`src/rtl/pipe_stage_skid.sv`:
```
// pipe_stage_skid: pipeline stage register with a valid/ready handshake,
// synchronous flush and an optional 2-entry skid buffer.
//
// SKID_EN=1: in_ready comes only from registered state (plus reset/flush),
// so downstream backpressure never reaches upstream combinationally. The
// second entry catches the payload that upstream sends in the cycle before
// it sees in_ready fall.
// SKID_EN=0: a single register whose in_ready passes out_ready through, so
// a full stage can still take a new payload in the cycle it hands one on.
//
// reset has priority over flush, and flush over normal operation. Both clear
// the stage to EMPTY and load FLUSH_VAL into every data register.

module pipe_stage_skid #(
    parameter int                 DATA_W    = 96,
    parameter int                 SKID_EN   = 1,
    parameter logic [DATA_W-1:0]  FLUSH_VAL = '0
) (
    input  logic              clk,
    input  logic              reset,
    input  logic              flush,
    input  logic              in_valid,
    output logic              in_ready,
    input  logic [DATA_W-1:0] in_data,
    output logic              out_valid,
    input  logic              out_ready,
    output logic [DATA_W-1:0] out_data,
    output logic [1:0]        occupancy
);

    // EMPTY: nothing held. FULL: head in main. SKID: head in main, next in skid.
    typedef enum logic [1:0] {
        EMPTY = 2'd0,
        FULL  = 2'd1,
        SKID  = 2'd2
    } state_t;

    state_t            state;
    logic [DATA_W-1:0] main_q;
    logic [DATA_W-1:0] skid_q;
    logic              in_fire;
    logic              out_fire;

    assign in_fire  = in_valid && in_ready;
    assign out_fire = out_valid && out_ready;
    assign out_data = main_q;

    generate
        if (SKID_EN != 0) begin : g_skid_ready
            // Ready decodes registered state only; reset and flush block acceptance.
            assign in_ready = !reset && !flush && (state != SKID);
        end else begin : g_pass_ready
            // A full stage may accept when the head leaves in the same cycle.
            assign in_ready = !reset && !flush && (!out_valid || out_ready);
        end
    endgenerate

    // Stage state machine with registered out_valid, occupancy and data.
    always_ff @(posedge clk) begin
        if (reset || flush) begin
            state     <= EMPTY;
            main_q    <= FLUSH_VAL;
            skid_q    <= FLUSH_VAL;
            out_valid <= 1'b0;
            occupancy <= 2'd0;
        end else if (SKID_EN != 0) begin
            case (state)
                EMPTY: begin
                    if (in_fire) begin
                        state     <= FULL;
                        main_q    <= in_data;
                        out_valid <= 1'b1;
                        occupancy <= 2'd1;
                    end
                end
                FULL: begin
                    if (in_fire && out_fire) begin
                        main_q <= in_data;
                    end else if (in_fire) begin
                        state     <= SKID;
                        skid_q    <= in_data;
                        occupancy <= 2'd2;
                    end else if (out_fire) begin
                        state     <= EMPTY;
                        out_valid <= 1'b0;
                        occupancy <= 2'd0;
                    end
                end
                SKID: begin
                    if (out_fire) begin
                        state     <= FULL;
                        main_q    <= skid_q;
                        occupancy <= 2'd1;
                    end
                end
                default: begin
                    state     <= EMPTY;
                    out_valid <= 1'b0;
                    occupancy <= 2'd0;
                end
            endcase
        end else begin
            if (in_fire) begin
                state     <= FULL;
                main_q    <= in_data;
                out_valid <= 1'b1;
                occupancy <= 2'd1;
            end else if (out_fire) begin
                state     <= EMPTY;
                out_valid <= 1'b0;
                occupancy <= 2'd0;
            end
        end
    end

endmodule

```
`config.mk`:
```
export PLATFORM = sky130hd
export DESIGN_NAME = pipe_stage_skid
export DESIGN_NICKNAME = d
export VERILOG_FILES = /design/src/rtl/pipe_stage_skid.sv
export SDC_FILE = /design/constraint.sdc
export NUM_CORES = 1
export LEC_CHECK = 0
export CORE_MARGIN = 3
export CORE_UTILIZATION = 30
export CTS_CLUSTER_DIAMETER = 150
export DETAILED_ROUTE_END_ITERATION = 8
export PLACE_DENSITY = 0.5
export SYNTH_ARGS = -nofsm -noshare
export SYNTH_HDL_FRONTEND = slang
export SYNTH_SLANG_ARGS = --single-unit
```
`constraint.sdc`:
```
create_clock -name clk -period 1.9 [get_ports clk]
set_input_delay 0.475 -clock clk [delete_from_list [all_inputs] [get_ports clk]]
set_output_delay 0.475 -clock clk [all_outputs]
set_load 0.05 [all_outputs]
```
==> results of run 1 <==
==> cell families after synthesis <==
kind of cell | count (synthesis) | share of synthesized area
AO/OA/AOI/OAI | 392 | 0.3167
flip-flops | 195 | 0.4405
buffers and inverters | 119 | 0.07186
AND/OR/NAND/NOR | 106 | 0.06127
multiplexers | 97 | 0.1097
==> what timing repair did <==
item                       4_1_cts  5_1_grt
setup buffers                    1        0
setup endpoints to repair        1        0
hold buffers                     0        0
==> worst paths after layout <==
check	startpoint	end	slack, ps
max	reset	in_ready	30
min	skid_q[39]	skid_q[39]	470
max reg2reg	state[0]	out_data[45]	350
min reg2reg	skid_q[39]	skid_q[39]	470
==> state kept, by name, summed over array words and instances (netlist names) <==
register / cells
out_data: 96
out_valid: 1
skid_q: 96
state: 2
==> cell usage in the layout, fill, tap and decap left out, types with 2 or more instances in the layout <==
master           count
a211oi_1           128
a211oi_2            64
a21oi_1             97
buf_12              39
buf_4              136
clkbuf_16           17
clkdlybuf4s50_1    100
clkinv_4             3
clkinv_8             3
dfxtp_1            193
inv_6                6
mux2i_1             96
nand2_1              2
nand2b_4             2
nand3_1             96
nor2b_4              2
o21ai_0             96
==> per-layer routing <==
metal / up-vias / share of wire
met5: - / 0.00039
met4: 2 / 0.012
met3: 18 / 0.038
met2: 152 / 0.46
met1: 3779 / 0.49
li1: 3793 / -
==> area by class of cell <==
class                           count  share of cell area
Timing Repair Buffer              275              0.2309
Tap cell                          384             0.03959
Clock buffer                       18             0.03536
Sequential cell                   195              0.3221
Clock inverter                     14             0.01186
Multi-Input combinational cell    595              0.3602
==> power by group <==
group	switching (mW)	internal (mW)
logic	1.09	0.785
registers	0.0891	4.21
clock network	1.80	1.75
==> worst min-delay path, delay by kind of cell, from the launching register on <==
kind,cells,cell delay [ps]
AOI/OAI and AO/OA,2,120
DFF,1,310
==> stage by stage <==
step / cells / util
2_1_floorplan: 909 / -
3_3_place_gp: 1448 / 0.3994
3_5_place_dp: 1448 / 0.3994
4_1_cts: 1481 / 0.4194
5_1_grt: 1481 / 0.4194
6_report: 1481 / 0.4194
==> run_results.csv, run 1 <==
group,metric,value,unit
outcome,outcome,"completed",
sta,slew_headroom,0.7088,
sta,finalSetupViolCount,0,
clock_tree,clockRootBuffer,"clkbuf_16",
synth,synth_top_area_frac,0.4405,
sta,tns,0,ps
drt,viasPerCell,5.229,
clock_tree,cts_resized,0,
grt,grt_use_met1,0.2570,
synth,synth.area.top_cells,"dfxtp_1 44%, mux2i_1 11%, a211oi_1 11%, a211oi_2 9.0%, a21oi_1 5.5%",
synth,ys_warn_count,0,
synth,synth.most_common_cell,"dfxtp_1",
sta,drv_slew,0,
final_layout,layout-drive-gt1-share,0.2580,
synth,synthFlopType,"dfxtp_1",
synth,ys_ff_latch,195,
drt,drt-total-wl,28240,microns
floorplan,core,0.02894,sq mm
critical_path,max_stage_delay,390,ps
synth,yosys.area.top_type,"dfxtp_1",
grt,gr-total-overflow,0,
power,ir_drop,0.0004753,V
flow_run,max_cap_violations,0,
critical_path,crit_chain,"clkdlybuf4s50_1 -> or2_4 -> nor2b_4 -> buf_12",
synth,synth.distinct_cells,25,
critical_path,cp-end-kind,"output pin",
power,power,9.724,mW
critical_path,slowest_stage,"clkdlybuf4s50_1",
critical_path,crit_fanout,2,
floorplan,num_rows,62,
synth,yosysSeqAreaShare,0.4405,
drt,wire_per_inst,19.06,microns
clock_tree,cts_buffer_depth,2,
critical_path,ff2ff_path_depth,4,
grt,met2_usage,0.2659,
sta,timing.final.crit_share,0.9862,
grt,grt.total_usage,0.1753,
critical_path,critPathLaunchType,"input port",
floorplan,dieWidth,177.9,microns
critical_path,critPathRequiredTime,1420,ps
synth,synth_area_per_cell,9.749,sq um
grt,grt.busiest_layer,"met2",
grt,grt_pass1_wl,44000,microns
place,dp_slack,-260.9,ps
hold_path,hold_path_class,"flip-flop to flip-flop",
floorplan,ios,201,
synth,synthTopCellsByCount,"195 x dfxtp_1, 128 x a211oi_1, 97 x a21oi_1",
final_layout,final_nets,1185,
sta,fin_crit,1874,ps
critical_path,cp_data_arrival_time,1400,ps
synth,syn_area,0.008862,sq mm
grt,grt_max_degree,86,
critical_path,path_delay_family,"buffers and inverters",
critical_path,path_depth,4,
grt,antenna_found_initial,1,
sta,finalHoldViolations,0,
sta,rsz0062_at_grt,"false",
place,hpwlAfterDp,18350,microns
drt,drc_errors,0,
clock_tree,cts.sinks,195,
floorplan,fp.dieH,177.9,microns
clock_tree,cts-buffers-inserted,17,
synth,synth_edf_count,0,
drt,drtAntennaViolNets,0,
final_layout,area_growth_syn_to_layout,36.95,%
grt,grt_pass1_vias,7373,
clock_tree,cts_tree,"done",
synth,syn_nets,1010,
critical_path,worstSetupPathType,"input port to output pin",
clock_tree,h-tree-depth,4,
final_layout,fillers,2817,
sta,fin_skew,9.404,ps
final_layout,antennaDiodeCount,0,
grt,grt_use_met3,0.03295,
drt,drt_iter0_drc,612,
final_layout,fin_area,0.01214,sq mm
place,gp_congestion,0.7240,
final_layout,multi_input_area,0.004372,sq mm
place,port_buffers,200,
sta,tightest_slew,436.8,ps
drt,num_vias,7744,
synth,syn_inst,909,
drt,dr.pass1.iters,4,
place,dpl_cell_area,0.01156,sq mm
power,leakagePower,4.840,nW
sta,final.setup.worst_slack,26.21,ps
floorplan,dieArea,0.03164,sq mm
clock_tree,clkTransAtPathRegs,70,ps
sta,hold_ws,472.2,ps
hold_path,holdPathStages,2,
power,power.density,801.2,mW/mm^2
sta,timing.fmax,533.7,MHz
critical_path,cp_num_buf_inv,2,
synth,ys_async_sr_fraction,0,
floorplan,initial_core_util,0.3063,
clock_tree,clock_latency,430,ps
final_layout,regArea,0.003909,sq mm
No activity file was read; power rests on OpenSTA's default activity.
==> inputs of run 2 (changes only) <==
--- a/config.mk
+++ b/config.mk
@@ -6,10 +6,12 @@
 export NUM_CORES = 1
 export LEC_CHECK = 0
 export CORE_MARGIN = 3
-export CORE_UTILIZATION = 30
+export CORE_UTILIZATION = 51
 export CTS_CLUSTER_DIAMETER = 150
 export DETAILED_ROUTE_END_ITERATION = 8
-export PLACE_DENSITY = 0.5
+export GPL_ROUTABILITY_DRIVEN = 0
+export PLACE_DENSITY = 0.79
 export SYNTH_ARGS = -nofsm -noshare
 export SYNTH_HDL_FRONTEND = slang
 export SYNTH_SLANG_ARGS = --single-unit
+export TNS_END_PERCENT = 10
==> run 2 against run 1 <==
Compared with the run above: combinational power down 5%; sequential share of layout area increased by 0.92 points; cell count down 12%; hold slack lost 1.4 ps; worst setup slack improved by 54 ps; count of clock-buffer cells in the layout is 1 higher; clock power grew 10%; final area decreased by 2.8%; largest power group unchanged.
==> run_results.csv, run 2 (same netlist as run 1, synthesis figures left out) <==
group,metric,value,unit
outcome,outcome,"completed",
clock_tree,cts.sinks,195,
critical_path,ff2ff_setup_slack,250,ps
grt,grt_pass1_vias,7429,
sta,slew_headroom,0.6832,
drt,drt-total-wl,24840,microns
clock_tree,h-tree-depth,4,
drt,viasPerCell,6.032,
place,dpl_cell_area,0.01115,sq mm
sta,rsz0062_at_grt,"false",
critical_path,r2r-start,"out_valid",
sta,fin_skew,11.33,ps
grt,grt_max_degree,79,
power,leakagePower,4.767,nW
final_layout,antennaDiodeCount,0,
sta,fin_crit,1820,ps
grt,antenna_found_initial,0,
final_layout,layout-drive-gt1-share,0.2498,
final_layout,mostFrequentLayoutCell,"dfxtp_1",
drt,dr.pass1.iters,5,
hold_path,hold_path_class,"flip-flop to flip-flop",
drt,num_vias,7872,
sta,drv_slew,0,
sta,timing.final.crit_share,0.9579,
floorplan,initial_core_util,0.5269,
final_layout,final_core_util,0.7015,
place,hpwlAfterDp,16220,microns
final_layout,area_growth_syn_to_layout,33.14,%
flow_run,max_cap_violations,0,
floorplan,core,0.01682,sq mm
sta,hold_ws,470.9,ps
power,ir_drop,0.0006755,V
sta,tns,0,ps
power,power,9.988,mW
critical_path,critPathRequiredTime,2240,ps
power,power.density,846.5,mW/mm^2
sta,tightest_slew,475.2,ps
hold_path,min_from,"skid_q[75]",
sta,finalHoldViolations,0,
grt,grt_pass1_wl,39000,microns
sta,finalSetupViolCount,0,
clock_tree,clkTransAtPathRegs,70,ps
critical_path,startpoint,"out_ready",
critical_path,r2r_end,"out_data[72]",
hold_path,holdPathStages,2,
final_layout,fin_area,0.01180,sq mm
clock_tree,cts_buffer_depth,2,
drt,drt_iter0_drc,737,
final_layout,fin_cells,1305,
critical_path,critPathLaunchType,"input port",
critical_path,ff2ff_path_depth,4,
place,dp_slack,-304.5,ps
drt,drc_errors,0,
floorplan,ios,201,
critical_path,cp_data_arrival_time,2160,ps
place,port_buffers,200,
hold_path,worstHoldEndpoint,"skid_q[75]",
drt,wire_per_inst,19.03,microns
critical_path,crit_fanout,78,
clock_tree,clockRootBuffer,"clkbuf_16",
sta,timing.fmax,549.5,MHz
grt,gr-total-overflow,0,
floorplan,dieArea,0.01899,sq mm
final_layout,final_nets,1173,
sta,final.setup.worst_slack,80.04,ps
floorplan,dieWidth,137.8,microns
place,placed_cells,1271,
critical_path,worstSetupPathType,"input port to flip-flop",
drt,drtAntennaViolNets,0,
floorplan,fp.dieH,137.8,microns
floorplan,num_rows,47,
grt,grt.total_usage,0.2554,
clock_tree,cts_tree,"done",
clock_tree,clock_latency,440,ps
final_layout,final_cell_mix,"193 x dfxtp_1, 132 x buf_4, 128 x a211oi_1",
critical_path,cp-end-kind,"flip-flop",
clock_tree,cts-buffers-inserted,17,
[run 2: worst max-delay path by stage]
stage                     slack (ps)  cells past startpoint            to
after floorplan                   20                      4      in_ready
after global placement          -200                      5  out_data[71]
after detailed placement        -300                      5  out_data[84]
after CTS                         10                      3      in_ready
after global routing              20                      5  out_data[72]
final                             80                      5  out_data[72]
[run 2: per-layer routing]
metal  wire (microns)  global-route usage  up-vias
met3             1420             0.05551       33
met4              497             0.07190        0
met2            12110              0.4176      254
li1                 -                   -     3759
met1            10810              0.3413     3826
met5                0                   0        -
[run 2: critical path, stage by stage]
cell             delay [ps]
clkdlybuf4s50_1         640
a21bo_4                 280
buf_12                  310
a211oi_1                140
a211oi_1                270
[run 2: what timing repair did]
item | in CTS | in global routing
pin swaps | 1 | 0
gates resized for setup | 2 | 0
hold buffers | 0 | 0
setup buffers | 1 | 1
setup endpoints to repair | 1 | 1
[run 2: layout make-up]
| class | count | area, sq um |
|---|---|---|
| repair buffers | 263 | 2610 |
| flip-flops and latches | 195 | 3909 |
| clock inverters | 13 | 195.2 |
| well taps | 220 | 275.3 |
| fillers | 1308 | 5020 |
| clock buffers | 19 | 442.9 |
| multi-input cells | 595 | 4367 |
[run 2: power breakdown]
part / internal [mW] / switching, mW / leakage [nW]
registers: 4.21 / 0.0814 / 1.58
clock network: 2.26 / 1.64 / 0.306
logic: 0.735 / 1.06 / 2.88
total: 7.21 / 2.78 / 4.77
